### config.mk
export PLATFORM = sky130hd
export DESIGN_NAME = output_stage
export DESIGN_NICKNAME = d
export VERILOG_FILES = /design/src/rtl/output_stage.sv
export SDC_FILE = /design/constraint.sdc
export NUM_CORES = 1
export LEC_CHECK = 0
export ABC_AREA = 1
export CORE_UTILIZATION = 30
export CTS_CLUSTER_DIAMETER = 60
export DETAILED_ROUTE_END_ITERATION = 12
export GPL_ROUTABILITY_DRIVEN = 0
export GPL_TIMING_DRIVEN = 0
export PLACE_DENSITY = 0.7
export SYNTH_ARGS = -nofsm -noshare
export SYNTH_HDL_FRONTEND = slang
export SYNTH_SLANG_ARGS = --single-unit
### constraint.sdc
create_clock -name i_clk -period 1.3 [get_ports i_clk]
set_input_delay 0.325 -clock i_clk [delete_from_list [all_inputs] [get_ports i_clk]]
set_output_delay 0.325 -clock i_clk [all_outputs]
set_load 0.005 [all_outputs]
### src/rtl/output_stage.sv
// rtl/output_stage.sv - router output stage: phit select, head route shift, packet ownership FSM.
// Optional head counter enabled by macro OUTPUT_STAGE_STATS_EN.
module output_stage #(
    parameter int W = 16
) (
    input  logic         i_clk,
    input  logic         i_rst,
    input  logic [3:0]   i_select,
    input  logic         i_shift,
    input  logic [W-1:0] i_d0,
    input  logic [W-1:0] i_d1,
    input  logic [W-1:0] i_d2,
    input  logic [W-1:0] i_d3,
    output logic [W-1:0] o_phit,
    output logic         o_valid,
    output logic         o_err,
    output logic [15:0]  o_pkt_count
);
    localparam logic [1:0] HEAD    = 2'b11;
    localparam logic [1:0] PAYLOAD = 2'b10;

    typedef enum logic {S_IDLE, S_BUSY} state_t;

    state_t         r_state;
    logic [3:0]     r_owner;
    logic [W-1:0]   r_phit;
    logic           r_valid;
    logic           r_err;

    logic [W-1:0]   w_sel_phit;
    logic [W-1:0]   w_shifted;
    logic [W-1:0]   w_next_phit;
    logic [1:0]     w_sel_type;
    logic           w_none;
    logic           w_multi;
    logic           w_legal_head;
    logic           w_err_now;

    // Multi-bit or empty grants fall to the default arm, yielding an all-zero idle phit.
    always_comb begin
        w_sel_phit = '0;
        case (i_select)
            4'b0001: w_sel_phit = i_d0;
            4'b0010: w_sel_phit = i_d1;
            4'b0100: w_sel_phit = i_d2;
            4'b1000: w_sel_phit = i_d3;
            default: w_sel_phit = '0;
        endcase
    end

    assign w_none       = (i_select == 4'b0000);
    assign w_multi      = ((i_select & (i_select - 4'd1)) != 4'b0000);
    assign w_sel_type   = w_sel_phit[W-1:W-2];
    // Head phits drop their consumed route field and expose the next one.
    assign w_shifted    = {w_sel_phit[W-1:W-2], w_sel_phit[W-5:0], 2'b00};
    assign w_next_phit  = i_shift ? w_shifted : w_sel_phit;
    assign w_legal_head = i_shift && !w_none && !w_multi && (w_sel_type == HEAD);

    assign w_err_now = w_multi
                    || (i_shift && w_none)
                    || (i_shift && !w_none && (w_sel_type != HEAD))
                    || (!i_shift && !w_none &&
                        ((r_state == S_IDLE) || (i_select != r_owner)));

    always_ff @(posedge i_clk) begin
        if (i_rst) begin
            r_state <= S_IDLE;
            r_owner <= 4'b0000;
            r_phit  <= '0;
            r_valid <= 1'b0;
            r_err   <= 1'b0;
        end else begin
            r_phit  <= w_next_phit;
            r_valid <= w_next_phit[W-1];
            if (w_err_now) begin
                r_err <= 1'b1;
            end
            if (w_none || w_multi) begin
                r_state <= S_IDLE;
                r_owner <= 4'b0000;
            end else if (w_legal_head) begin
                r_state <= S_BUSY;
                r_owner <= i_select;
            end
        end
    end

    assign o_phit  = r_phit;
    assign o_valid = r_valid;
    assign o_err   = r_err;

`ifdef OUTPUT_STAGE_STATS_EN
    logic [15:0] r_pkt_count;

    always_ff @(posedge i_clk) begin
        if (i_rst) begin
            r_pkt_count <= 16'd0;
        end else if (w_legal_head) begin
            r_pkt_count <= r_pkt_count + 16'd1;
        end
    end

    assign o_pkt_count = r_pkt_count;
`else
    assign o_pkt_count = 16'd0;
`endif

endmodule

Yosys cells after proc, flatten, opt, wreduce, memory -nomap -nowiden
Cells that the tools add are included.
W data, S select, Z words.
{"block": "word_totals", "regBits": 23, "output_inout_bits": 34, "elab_cells": 37}
{"block": "classes", "addsub": 1, "eq_ne": 7, "mux": 2, "bitwise": 2, "reduce_logical": 19}
{"operator": "$pmux W16 S4", "count": 1}
{"operator": "$mux W14", "count": 1}
{"operator": "$logic_and A1 B1 Y1", "count": 7}
{"operator": "$logic_or A1 B1 Y1", "count": 5}
{"operator": "$and A4 B4 Y4", "count": 1}
{"operator": "$eq A4 B1 Y1 const B", "count": 1}
{"operator": "$eq A4 B2 Y1 const B", "count": 1}
{"operator": "$eq A4 B3 Y1 const B", "count": 1}
{"operator": "$eq A4 B4 Y1 const B", "count": 1}
{"operator": "$logic_not A4 Y1", "count": 1}
{"operator": "$ne A4 B4 Y1", "count": 1}
{"operator": "$reduce_bool A4 Y1", "count": 1}
{"operator": "$reduce_or A2 Y1", "count": 2}
{"operator": "$sub A4 B1 Y4 const B", "count": 1}
{"operator": "$logic_not A1 Y1", "count": 3}
{"operator": "$eq A2 B2 Y1 const B", "count": 1}
{"operator": "$ne A2 B2 Y1 const B", "count": 1}
{"operator": "$not A1 Y1", "count": 1}

Depth between registers and ports, before layout
{"block": "depth", "depth_word": 6, "depth_mapped": 10}

Least setup slack after synthesis
Ideal clock, no wire load.
{"block": "synth_timing", "path_kind": "input -> register", "start": "input port i_select[0]", "end": "register r_err (netlist: o_err)", "setup_ns": 0.128, "arrival_ns": 1.086, "required_ns": 1.172, "slack_ns": 0.086, "stages": 6, "n_path_buf": 2, "path_cell_list": "nor2_4 > buf_4 > buf_2 > a21oi_1 > a21oi_1 > a21oi_1"}
{"block": "synth_between", "elab_chain_len": 6, "word_cells_on_any_way": 21}
{"element": "start: declaration", "line_no": "8", "source": "input logic [3:0] i_select,"}
{"element": "$sub A4 B1 Y4, or another cell as far along", "line_no": "52", "source": "assign w_multi = ((i_select & (i_select - 4'd1)) != 4'b0000);"}
{"element": "$and A4 B4 Y4, or another cell as far along", "line_no": "52"}
{"element": "$reduce_bool A4 Y1, or another cell as far along", "line_no": "52"}
{"element": "$logic_or A1 B1 Y1 or $logic_and A1 B1 Y1 (tied branches)", "line_no": "60, 61"}
{"element": "$logic_or A1 B1 Y1", "line_no": "61", "source": "|| (i_shift && !w_none && (w_sel_type != HEAD))"}
{"element": "$logic_or A1 B1 Y1 *", "line_no": "62", "source": "|| (!i_shift && !w_none &&"}
{"element": "end signal: assignment", "line_no": "71", "source": "r_err <= 1'b0;"}
{"element": "end signal: assignment", "line_no": "76", "source": "r_err <= 1'b1;"}
{"element": "end: declaration", "line_no": "28", "source": "logic r_err;"}
Every way passes the cells marked *; elsewhere a longest branch is shown, timed or not.
A chain may end at the register's enable or synchronous reset.

Worst setup path after layout
{"block": "layout_timing", "start": "register r_phit[15] (netlist: o_phit[15])", "end": "output port o_phit[15]"}
{"element": "start: declaration", "line_no": "26", "source": "logic [W-1:0] r_phit;"}
{"element": "start signal: assignment", "line_no": "73", "source": "r_phit <= w_next_phit;"}
{"element": "end: declaration", "line_no": "14", "source": "output logic [W-1:0] o_phit,"}
No word-level cell between the ends.

==> flow_summary.yaml <==
status:
  status: "finished, final reports clean"
synth:
  ys_async_sr_fraction: 0
  yosys.area.top_type_share: 0.2836
  synth.top_cells.by_count: "nand2_1, nand3_1, nor2_1"
  synth_edf_count: 0
  synth_area_sq_um: 1553
  synth_cells: 252
  yosysUniqueCellTypes: 23
  ys_ff_latch: 22
  synth_area_leader_cell: "dfxtp_1"
  synth_warnings: 0
  syn_avg_cell_area_sq_um: 6.162
  synth_ff_type: "dfxtp_1"
  yosys-top-cells-area: "dfxtp_1, nand2_1, nand3_1"
  yosysMostFrequentCell: "nand2_1"
  ys_seq_area_frac: 0.2836
sta:
  setup-violations-final: 0
  finalClockSkew_ns: 0.0003371
  finalHoldViolations: 0
  finalSetupTns_ns: 0
  fin_ws_ns: 0.03458
  fmax_mhz: 790.3
  drv_slew: 0
  whs_ns: 0.4735
  slew_headroom: 0.6602
  rsz0062_at_grt: "true"
  worstMarginPinSlew_ns: 0.5096
  period_needed_ns: 1.265
  period_share: 0.9734
power:
  ir_worst_vdd_mv: 0.3594
  p_per_area_nw_per_um2: 683.9
  p_total_mw: 1.844
  leakagePower_nw: 1.281
global_route:
  grt_antenna_before_repair: 0
  grt_usage: 0.1797
  grt_pass1_vias: 1696
  grt_max_degree: 14
  grt_overflow: 0
  grt_pass1_wl_um: 7638
critical_path:
  start_kind: "flip-flop"
  crit_buf_inv: 2
  path_depth: 2
  max_stage_delay_ns: 0.32
  reg2reg_from: "r_owner[2]$_SDFFE_PP0P_"
  rrSetupSlack_ns: 0.27
  cp-startpoint: "o_phit[15]$_SDFF_PP0_"
  path_cells: "buf_4 > dlygate4sd2_1"
  ff2ff_path_depth: 7
  worst_ep_arrival_time_ns: 0.94
  slowest_stage: "dfxtp_2"
  critPathMaxFanout: 2
  crit_required_ns: 0.98
  critPathCapture: "o_phit[15]"
  cp-end-kind: "output port"
  path_delay_family: "buffers and inverters"
  worstSetupPathType: "reg2out"
  timing.rr.end: "o_err$_SDFFE_PP0P_"
cts:
  clk_latency_ns: 0.26
  cts_tree: "done"
  clk_pin_slew_worst_paths_ns: 0.08
  root_buffer: "clkbuf_8"
  cts_made_buffers: 3
  clk_path_buf_depth: 2
  cts_max_level: 1
  clock_sinks: 22
die:
  die-height_um: 73.95
  start_util: 0.3203
  die_width_um: 73.95
  num_rows: 25
  core_area_sq_um: 4848
  dieArea_sq_um: 5468
  num_io_pins: 105
finish:
  nets: 434
  area_growth_pct: 73.65
  antenna_cells: 0
  drive_gt1_frac: 0.1768
detailed_routing:
  routedWlPerCell_um: 11.23
  totalWireLength_um: 4819
  firstDrtPassIters: 4
  ant_nets: 0
  drtIter0Drc: 107
  vias_per_cell: 4.438
  drc: 0
  vias: 1904
run:
  max-cap-violations: 0
placed_design:
  dp.final_hpwl_um: 3996
  port-buffer-count: 87
  place_ws_ns: -0.7512
hold_path:
  holdCritPathClass: "reg2reg"
[per-layer routing]
metal,GRT usage,up-vias,routed length (um)
met5,0,-,0
met4,0.07479,0,127
met3,0.01897,12,268
met2,0.3020,73,2260
met1,0.2343,822,2162
li1,-,997,-
[worst reg2reg max path: cells and delay by family (launching register included)]
kind | cells | cell delay, ns
AOI/OAI and AO/OA | 2 | 0.22
DFF | 1 | 0.33
buffers and inverters | 1 | 0.05
and+or+nand+nor | 4 | 0.29
[how the worst min path moves through the flow]
stage / startpoint / endpoint / depth (start not counted)
floorplan: r_state$_SDFFE_PP0P_ / r_state$_SDFFE_PP0P_ / 2
global placement: r_state$_SDFFE_PP0P_ / r_state$_SDFFE_PP0P_ / 2
detailed placement: r_state$_SDFFE_PP0P_ / r_state$_SDFFE_PP0P_ / 2
CTS: r_state$_SDFFE_PP0P_ / r_state$_SDFFE_PP0P_ / 2
global route: i_rst / o_phit[14]$_SDFF_PP0_ / 2
finish: r_state$_SDFFE_PP0P_ / r_state$_SDFFE_PP0P_ / 2
[report_power, final]
part | switching [mW] | leakage [nW] | internal (mW)
sequential | 0.00459 | 0.179 | 0.695
combinational | 0.222 | 1.07 | 0.301
clock | 0.211 | 0.0357 | 0.411
[state kept, by name, summed over array words and instances (netlist names)]
signal   count
r_owner      4
o_err        1
o_phit      16
r_state      1
[through the flow]
| step | instances | cell area, sq um | util |
|---|---|---|---|
| 2_1_floorplan | 267 | 1609 | - |
| 4_1_cts | 429 | 2673 | 0.5512 |
| 5_1_grt | 429 | 2696 | 0.5561 |
| 6_report | 429 | 2696 | 0.5561 |
| 3_5_place_dp | 421 | 2564 | 0.5288 |
| 3_3_place_gp | 421 | 2564 | 0.5288 |
[area by class of cell]
| cell class | count | area (sq um) |
|---|---|---|
| fill | 483 | 2152 |
| multi-input combinational | 200 | 970.9 |
| timing repair buffer | 90 | 855.8 |
| sequential | 22 | 442.9 |
| buffer | 25 | 192.7 |
| tap | 67 | 83.83 |
| inverter | 21 | 78.83 |
| clock buffer | 3 | 41.29 |
| clock inverter | 1 | 30.03 |
[cells in the final DEF (no fill, tap or decap), types with 2 or more instances in the layout]
master,synthesis,routed
nor2_1,24,19
nand2_2,1,3
clkdlybuf4s50_1,0,64
a21oi_1,5,4
nor2_4,4,8
o22ai_1,2,2
o21ai_1,7,7
nor2_2,4,6
o21ai_0,10,10
conb_1,1,16
buf_4,20,22
dfxtp_1,22,20
clkbuf_8,0,3
nand2_1,76,74
nand3_1,41,41
dfxtp_2,0,2
nand4_1,4,4
buf_2,4,4
dlygate4sd2_1,0,19
inv_2,6,7
inv_1,15,14
buf_6,0,4
[repair_timing]
action / in CTS / in global routing
pin swaps: 3 / 7
endpoints found under the setup margin: 40 / 19
cloned: 1 / 0
setup buffers: 3 / 0
gates resized for setup: 52 / 10
hold buffers: 0 / 0
[logic make-up after synthesis]
group,count (synthesis),share of synthesized area
AO/OA/AOI/OAI,26,0.08944
other,1,0.002415
AND/OR/NAND/NOR,155,0.4504
XOR/XNOR,2,0.01128
flip-flops,22,0.2836
buffers and inverters,46,0.1628
No activity file was read; power rests on OpenSTA's default activity.
